===== src/rtl/sync_fifo_buf.sv =====
// sync_fifo_buf: single-clock FIFO with registered occupancy and flags,
// selectable standard (registered) or first-word-fall-through read, and
// sticky overflow/underflow error flags.
//
// Ports:
//   clk, rst_n       rising-edge clock, asynchronous active-low reset
//   winc, wdata      write request and data
//   wfull            count == DEPTH
//   walmost_full     count >= AFULL_THR
//   rinc, rdata      read request and data (1-cycle latency, or FWFT)
//   rempty           count == 0
//   ralmost_empty    count <= AEMPTY_THR
//   count            occupancy 0..DEPTH
//   wovf, rudf       sticky: write while full / read while empty
module sync_fifo_buf #(
  parameter int unsigned DATALEN    = 8,
  parameter int unsigned ADDRLEN    = 4,
  parameter int unsigned AFULL_THR  = 6,
  parameter int unsigned AEMPTY_THR = 2,
  parameter int unsigned FWFT       = 0
) (
  input  logic               clk,
  input  logic               rst_n,
  input  logic               winc,
  input  logic [DATALEN-1:0] wdata,
  output logic               wfull,
  output logic               walmost_full,
  input  logic               rinc,
  output logic [DATALEN-1:0] rdata,
  output logic               rempty,
  output logic               ralmost_empty,
  output logic [ADDRLEN-1:0] count,
  output logic               wovf,
  output logic               rudf
);

  localparam int unsigned AW    = ADDRLEN - 1;
  localparam int unsigned DEPTH = 1 << AW;

  logic [DATALEN-1:0] mem [DEPTH];

  logic [ADDRLEN-1:0] wptr, rptr;
  logic [ADDRLEN-1:0] wptr_nxt, rptr_nxt, count_nxt;
  logic               wr_en, rd_en;
  logic               full_nxt, empty_nxt;

  // Acceptance uses only registered flags, so no input-to-flag path exists.
  always_comb begin
    wr_en     = winc && !wfull;
    rd_en     = rinc && !rempty;
    wptr_nxt  = wptr;
    rptr_nxt  = rptr;
    if (wr_en) wptr_nxt = wptr + ADDRLEN'(1);
    if (rd_en) rptr_nxt = rptr + ADDRLEN'(1);
    count_nxt = wptr_nxt - rptr_nxt;
    full_nxt  = (wptr_nxt[AW] != rptr_nxt[AW]) && (wptr_nxt[AW-1:0] == rptr_nxt[AW-1:0]);
    empty_nxt = (wptr_nxt == rptr_nxt);
  end

  // Pointer, occupancy and flag registers.
  always_ff @(posedge clk or negedge rst_n) begin
    if (!rst_n) begin
      wptr          <= '0;
      rptr          <= '0;
      count         <= '0;
      wfull         <= 1'b0;
      rempty        <= 1'b1;
      walmost_full  <= 1'b0;
      ralmost_empty <= 1'b1;
      wovf          <= 1'b0;
      rudf          <= 1'b0;
    end else begin
      wptr          <= wptr_nxt;
      rptr          <= rptr_nxt;
      count         <= count_nxt;
      wfull         <= full_nxt;
      rempty        <= empty_nxt;
      walmost_full  <= (count_nxt >= ADDRLEN'(AFULL_THR));
      ralmost_empty <= (count_nxt <= ADDRLEN'(AEMPTY_THR));
      if (winc && wfull)  wovf <= 1'b1;
      if (rinc && rempty) rudf <= 1'b1;
    end
  end

  // Storage array; intentionally not reset.
  always_ff @(posedge clk) begin
    if (wr_en) mem[wptr[AW-1:0]] <= wdata;
  end

  generate
    if (FWFT != 0) begin : g_fwft
      // Head word shown directly; forced to zero while empty for a clean value.
      assign rdata = rempty ? '0 : mem[rptr[AW-1:0]];
    end else begin : g_std
      logic [DATALEN-1:0] rdata_q;

      // Registered read, holds when no read is accepted.
      always_ff @(posedge clk or negedge rst_n) begin
        if (!rst_n)     rdata_q <= '0;
        else if (rd_en) rdata_q <= mem[rptr[AW-1:0]];
      end

      assign rdata = rdata_q;
    end
  endgenerate

endmodule


===== config.mk =====
export PLATFORM = sky130hd
export DESIGN_NAME = sync_fifo_buf
export DESIGN_NICKNAME = d
export VERILOG_FILES = /design/src/rtl/sync_fifo_buf.sv
export SDC_FILE = /design/constraint.sdc
export NUM_CORES = 1
export LEC_CHECK = 0
export CORE_MARGIN = 4
export CORE_UTILIZATION = 64
export CTS_BUF_LIST = sky130_fd_sc_hd__clkbuf_8
export DETAILED_ROUTE_END_ITERATION = 10
export HOLD_SLACK_MARGIN = 0.15
export PLACE_DENSITY = 0.87
export SLEW_MARGIN = 20
export SYNTH_ARGS = -nofsm -noshare
export SYNTH_HDL_FRONTEND = slang
export SYNTH_SLANG_ARGS = --single-unit

===== constraint.sdc =====
create_clock -name clk -period 4.3 [get_ports clk]
set_clock_uncertainty 0.05 [all_clocks]
set_input_delay 0.86 -clock clk [delete_from_list [all_inputs] [get_ports clk]]
set_output_delay 0.86 -clock clk [all_outputs]
set_load 0.05 [all_outputs]

==> flow_metrics.tcl, run 1 <==
set metrics [dict create \
    dieWidth_um 82.2 \
    syn_area_per_cell_um2 18.2 \
    max_cap_violations 0 \
    synth.yosys.warnings 0 \
    vdd.ir_drop.worst_mv 0.512 \
    crit_path_start "rinc" \
    chipHeight_um 82.2 \
    syn2layout_area_growth_pct 16.2 \
    num_vias 1797 \
    first_global_vias 1802 \
    post-synth-top-area-cell "sky130_fd_sc_hd__edfxtp_1" \
    slew_headroom_pct 30.5 \
    worst-r2r-setup-slack_ns 1.76 \
    cp-start-kind "input port" \
    path_class "input port to flop" \
    setup_slack_ns 1.37 \
    global_route_wire_length_before_repair_mm 9.69 \
    critical_path.max_fanout 19 \
    worst_r2r_path_depth 7 \
    syn-cell-area_um2 3520 \
    clk-insertion-delay-late_ns 0.35 \
    worstPathRequired_ns 4.52 \
    numCtsBuffers 9 \
    achievable-frequency_mhz 341 \
    die-area_um2 6750 \
    syn-instance-count 194 \
    port-buffer-count 29 \
    cts_tree "done" \
    final_layout_size_suffix_gt1_share_pct 17.9 \
    regToRegStartpoint "rempty" \
    num_rows 26 \
    worstPathArrival_ns 3.15 \
    number_of_setup_violations_in_the_final_report 0 \
    synth_seq_area_share_pct 73.1 \
    slowest_delay_ns 0.51 \
    synth_nets 210 \
    coreArea_um2 5200 \
    grt_antenna_before_repair 0 \
    layout_worst_path_cycle_share_pct 68.1 \
    cts_max_path_buffers 2 \
    worst_slew_pin_slew_ns 1.04 \
    crit_path_cell_trace "clkdlybuf4s50_1, nand2b_1, xnor2_1, ha_1, maj3_2, a21oi_4, xor2_2, a211oi_1" \
    layout_commonest_cell "sky130_fd_sc_hd__edfxtp_1" \
    outcome "finished, final reports clean" \
    drc 0 \
    dp_hpwl_mm 4.07 \
    grt.total_usage_pct 21.3 \
    hold_path.startpoint "wovf" \
    h_tree_depth_reported_by_cts 3 \
    regToRegEndpoint "ralmost_empty" \
    drtIter0Drc 238 \
    final_nets 245 \
    dp_slack_ns 1.03 \
    finalSetupTns_ns 0 \
    antenna_cells 0 \
    vias_per_cell 5.91 \
    wl_per_cell_um 20.7 \
    post_cts_resize_count 0 \
    hold-path-cell-count 1 \
    design_area_um2 4090 \
    initial_drt_pass_iterations 4 \
    cellPowerDensity_nw_per_um2 799 \
    postSynthRegisterBits 90 \
    min_delay_worst_endpoint "wovf" \
    place_area_um2 3880 \
    place_congestion 0.804 \
    initial_cell_density_of_the_core_pct 67.7 \
    worstSetupEndpointType "flop" \
    synth_area_leaders "sky130_fd_sc_hd__edfxtp_1 55%, sky130_fd_sc_hd__dfrtp_1 17%, sky130_fd_sc_hd__mux4_2 10%, sky130_fd_sc_hd__mux2i_1 2.6%, sky130_fd_sc_hd__dfstp_2 1.5%" \
    report.final.hold_viol_count 0 \
    antenna_left 0 \
    post_cts_hold_buffer_count 0 \
    hp-class "flop to flop" \
    synth_cell_type_count 27 \
    leading_cell_types_in_the_layout_fill_and_taps_excluded "64 x sky130_fd_sc_hd__edfxtp_1, 28 x sky130_fd_sc_hd__clkdlybuf4s50_1, 24 x sky130_fd_sc_hd__dfrtp_1, 16 x sky130_fd_sc_hd__mux4_2, 12 x sky130_fd_sc_hd__nor2_1" \
    grt_start_max_net_pins 27 \
    synth_top_cell_area_share_pct 54.6 \
    ctsRootBufferMaster "sky130_fd_sc_hd__clkbuf_8" \
    global_route_congestion_overflow_total 0 \
    boundaryPins 30 \
    leakagePower_nw 1.48 \
    critical-path-slowest-cell "sky130_fd_sc_hd__clkdlybuf4s50_1" \
    routed_wirelength_mm 6.28 \
    final_max_tran_viols 0 \
    final_min_period_ns 2.93 \
    rsz0062_at_grt "no" \
    tritoncts_sink_count 90 \
    path_clk_slew_ns 0.09 \
    post-cts-setup-buffers 0 \
]
metrics by stage:
stage	instances	power (mW)	hold WS, ns	utilization [%]
3_3_place_gp	288	2.60	0.389	74.6
2_1_floorplan	194	2.29	0.440	-
6_report	304	3.27	0.425	78.6
4_1_cts	304	3.29	0.419	78.7
5_1_grt	304	3.44	0.433	78.6
3_5_place_dp	288	2.68	0.400	74.6
state kept, by name (all words and copies together), names as in the netlist:
signal         cells
mem               64
rdata              8
count              4
rptr               4
wptr               4
ralmost_empty      1
rempty             1
rudf               1
walmost_full       1
wfull              1
wovf               1
synthesized netlist by cell type:
cell,number
sky130_fd_sc_hd__a21oi_4,1
sky130_fd_sc_hd__maj3_2,1
sky130_fd_sc_hd__mux2i_1,9
sky130_fd_sc_hd__buf_4,2
sky130_fd_sc_hd__nor2_1,12
sky130_fd_sc_hd__dfrtp_1,24
sky130_fd_sc_hd__ha_1,4
sky130_fd_sc_hd__nor3_1,2
sky130_fd_sc_hd__clkbuf_1,2
sky130_fd_sc_hd__nand3_1,2
sky130_fd_sc_hd__a211oi_1,1
sky130_fd_sc_hd__buf_2,2
sky130_fd_sc_hd__buf_6,1
sky130_fd_sc_hd__xor2_2,1
sky130_fd_sc_hd__nand3b_1,3
sky130_fd_sc_hd__o21ai_0,8
sky130_fd_sc_hd__mux4_2,16
sky130_fd_sc_hd__edfxtp_1,64
sky130_fd_sc_hd__nor2b_1,1
sky130_fd_sc_hd__xnor2_1,6
sky130_fd_sc_hd__a21o_1,3
sky130_fd_sc_hd__nand2b_1,4
sky130_fd_sc_hd__nand2_1,10
sky130_fd_sc_hd__xor2_1,4
sky130_fd_sc_hd__inv_1,8
sky130_fd_sc_hd__dfstp_2,2
sky130_fd_sc_hd__mux2_4,1
cell type report:
cell class,count,area [um^2]
Tap cell,70,87.6
Sequential cell,90,2570
Clock inverter,7,92.6
Inverter,8,30.0
Multi-Input combinational cell,89,883
Timing Repair Buffer,31,300
Fill cell,285,1110
Clock buffer,9,124
report_power, final:
group / internal, mW / leakage [nW] / switching (mW)
registers: 1.16 / 0.884 / 0.166
logic: 0.557 / 0.487 / 0.780
clock network: 0.326 / 0.107 / 0.286
cell families (layout without fill, tap and decap cells):
group                      after synthesis  in the layout  share of synthesized area, %
and+or+nand+nor                         34             34                          4.44
buffers and inverters                   15             55                          2.10
muxes                                   26             26                          13.2
adders and majority gates                5              5                          1.74
xor gates and xnor gates                11             11                          2.95
DFF                                     90             90                          73.1
AOI/OAI and AO/OA                       13             13                          2.45
worst max-delay path, delay by kind of cell:
kind            cells  cell delay [ns]
fa+ha+maj           2             0.58
compound gates      2             0.41
xor+xnor            2             0.39
simple gates        1             0.40
buf+inv             1             0.51
worst max-delay path by stage:
stage               endpoint  slack, ns  depth (start not counted)
5_1_grt         walmost_full       1.28                          8
6_report       ralmost_empty       1.37                          8
4_1_cts        ralmost_empty       1.40                          8
2_1_floorplan  ralmost_empty       1.75                          9
3_3_place_gp   ralmost_empty       1.17                          8
3_5_place_dp   ralmost_empty       1.03                          8
per-layer routing:
metal	share of wire (%)	global-route usage (%)	up-vias
li1	-	-	800
met1	40	26.5	924
met2	53	36.4	63
met3	5.4	6.29	10
met4	1.4	6.48	0
met5	0	0	-
Note: power is estimated with default switching activity, not from simulation.
==> run 2, diff against run 1 <==
--- a/config.mk
+++ b/config.mk
@@ -6,11 +6,11 @@
 export NUM_CORES = 1
 export LEC_CHECK = 0
 export CORE_MARGIN = 4
-export CORE_UTILIZATION = 64
+export CORE_UTILIZATION = 59
 export CTS_BUF_LIST = sky130_fd_sc_hd__clkbuf_8
 export DETAILED_ROUTE_END_ITERATION = 10
 export HOLD_SLACK_MARGIN = 0.15
-export PLACE_DENSITY = 0.87
+export PLACE_DENSITY = 0.81
 export SLEW_MARGIN = 20
 export SYNTH_ARGS = -nofsm -noshare
 export SYNTH_HDL_FRONTEND = slang
==> constraint.sdc (replaced) <==
create_clock -name clk -period 2.7 [get_ports clk]
set_clock_uncertainty 0.05 [all_clocks]
set_input_delay 0.54 -clock clk [delete_from_list [all_inputs] [get_ports clk]]
set_output_delay 0.54 -clock clk [all_outputs]
set_load 0.05 [all_outputs]
==> flow_metrics.tcl, run 2 (synthesized netlist as in run 1, its figures left out) <==
set metrics [dict create \
    outcome "finished, final reports clean" \
    num-fill-cells 333 \
    place_area_um2 3990 \
    layout_commonest_cell "sky130_fd_sc_hd__edfxtp_1" \
    chipHeight_um 85.3 \
    die-area_um2 7270 \
    final_nets 260 \
    layout_worst_path_cycle_share_pct 87.7 \
    final_layout_size_suffix_gt1_share_pct 21.7 \
    post_cts_hold_buffer_count 0 \
    dp_hpwl_mm 4.16 \
    first_global_vias 1928 \
    worst-r2r-setup-slack_ns 0.46 \
    final_min_period_ns 2.37 \
    global_route_congestion_overflow_total 0 \
    boundaryPins 30 \
    coreArea_um2 5640 \
    grt.total_usage_pct 18.9 \
    routed_wirelength_mm 6.11 \
    num_vias 1789 \
    vdd.ir_drop.worst_mv 1.03 \
    critical_path.max_fanout 4 \
    cts_tree "done" \
    max_cap_violations 0 \
    path_class "input port to flop" \
    hp-class "flop to flop" \
    cts_max_path_buffers 2 \
    ctsRootBufferMaster "sky130_fd_sc_hd__clkbuf_8" \
    wl_per_cell_um 19.0 \
    tritoncts_sink_count 90 \
    final_max_tran_viols 0 \
    placedCellCount 305 \
    slew_headroom_pct 66.7 \
    worstPathArrival_ns 2.60 \
    num_rows 27 \
    syn2layout_area_growth_pct 19.9 \
    report.final.hold_viol_count 0 \
    numCtsBuffers 9 \
    antenna_cells 0 \
    design_area_um2 4220 \
    vias_per_cell 5.57 \
    drtIter0Drc 128 \
    port-buffer-count 29 \
    initial_cell_density_of_the_core_pct 62.4 \
    worstPathRequired_ns 2.93 \
    post-cts-setup-buffers 0 \
    dieWidth_um 85.3 \
    achievable-frequency_mhz 422 \
    cellPowerDensity_nw_per_um2 1250 \
    setup_slack_ns 0.332 \
    cp-start-kind "input port" \
    worstSetupEndpointType "flop" \
    leading_cell_types_in_the_layout_fill_and_taps_excluded "64 x sky130_fd_sc_hd__edfxtp_1, 29 x sky130_fd_sc_hd__clkdlybuf4s50_1, 24 x sky130_fd_sc_hd__dfrtp_1, 17 x sky130_fd_sc_hd__buf_4, 16 x sky130_fd_sc_hd__mux4_2" \
    h_tree_depth_reported_by_cts 3 \
    register_area_um2 2570 \
    grt_antenna_before_repair 0 \
    global_route_wire_length_before_repair_mm 10.0 \
    largest_register_ffs 64 \
    leakagePower_nw 1.57 \
    rsz0062_at_grt "no" \
    antenna_left 0 \
    number_of_setup_violations_in_the_final_report 0 \
    clk-insertion-delay-late_ns 0.35 \
    path_clk_slew_ns 0.08 \
    initial_drt_pass_iterations 4 \
    post_cts_resize_count 0 \
    utilization_pct 74.9 \
    area_occupied_by_multi_input_gates_um2 873 \
    drc 0 \
    worst_slew_pin_slew_ns 0.497 \
    grt_start_max_net_pins 27 \
    post_layout_nonfiller_instances 321 \
    place_congestion 0.780 \
    hold_ws_ns 0.418 \
    dp_slack_ns -0.0485 \
]
run 2: path summary, 6_finish.rpt:
check,startpoint,end,depth (start not counted)
max,winc,walmost_full,9
max reg2reg,rempty,ralmost_empty,7
max in group asynchronous,rst_n,rempty,2
min reg2reg,wovf,wovf,1
min in group asynchronous,rst_n,count[1],2
min,wovf,wovf,1
run 2: metrics by stage:
step                      power (mW)  TNS (ns)
after floorplan                 3.65         0
after global placement          4.19         0
after detailed placement        4.31   -0.0758
after CTS                       5.35         0
after global routing            5.61         0
final                           5.30         0
run 2: critical path, stage by stage:
cell	delay [ns]
sky130_fd_sc_hd__clkdlybuf4s50_1	0.47
sky130_fd_sc_hd__nor2b_1	0.20
sky130_fd_sc_hd__buf_4	0.15
sky130_fd_sc_hd__mux2i_1	0.35
sky130_fd_sc_hd__xor2_1	0.24
sky130_fd_sc_hd__ha_1	0.18
sky130_fd_sc_hd__nor2_1	0.05
sky130_fd_sc_hd__xnor2_1	0.24
sky130_fd_sc_hd__a21o_1	0.17
run 2: cell type report:
| type | instances | share of cell area, % |
|---|---|---|
| flip-flops and latches | 90 | 61.0 |
| inverters | 8 | 0.711 |
| clock inverters | 4 | 1.72 |
| well taps | 72 | 2.13 |
| clock buffers | 12 | 3.91 |
| multi-input cells | 89 | 20.7 |
| repair buffers | 46 | 9.89 |
run 2: per-layer routing:
layer  wire length [um]  vias up  part of all wire [%]  track usage [%]
li1                   -      829                     -                -
met1               2540      908                    42             25.8
met2               3170       44                    52             29.8
met3                296        8                   4.8             3.59
met4                105        0                   1.7             8.92
met5                  0        -                     0                0
run 2: power by group:
group / switching (mW) / leakage, nW / total, mW / internal [mW]
clock network: 0.449 / 0.120 / 1.04 / 0.596
registers: 0.162 / 0.884 / 2.00 / 1.84
logic: 1.32 / 0.562 / 2.25 / 0.937
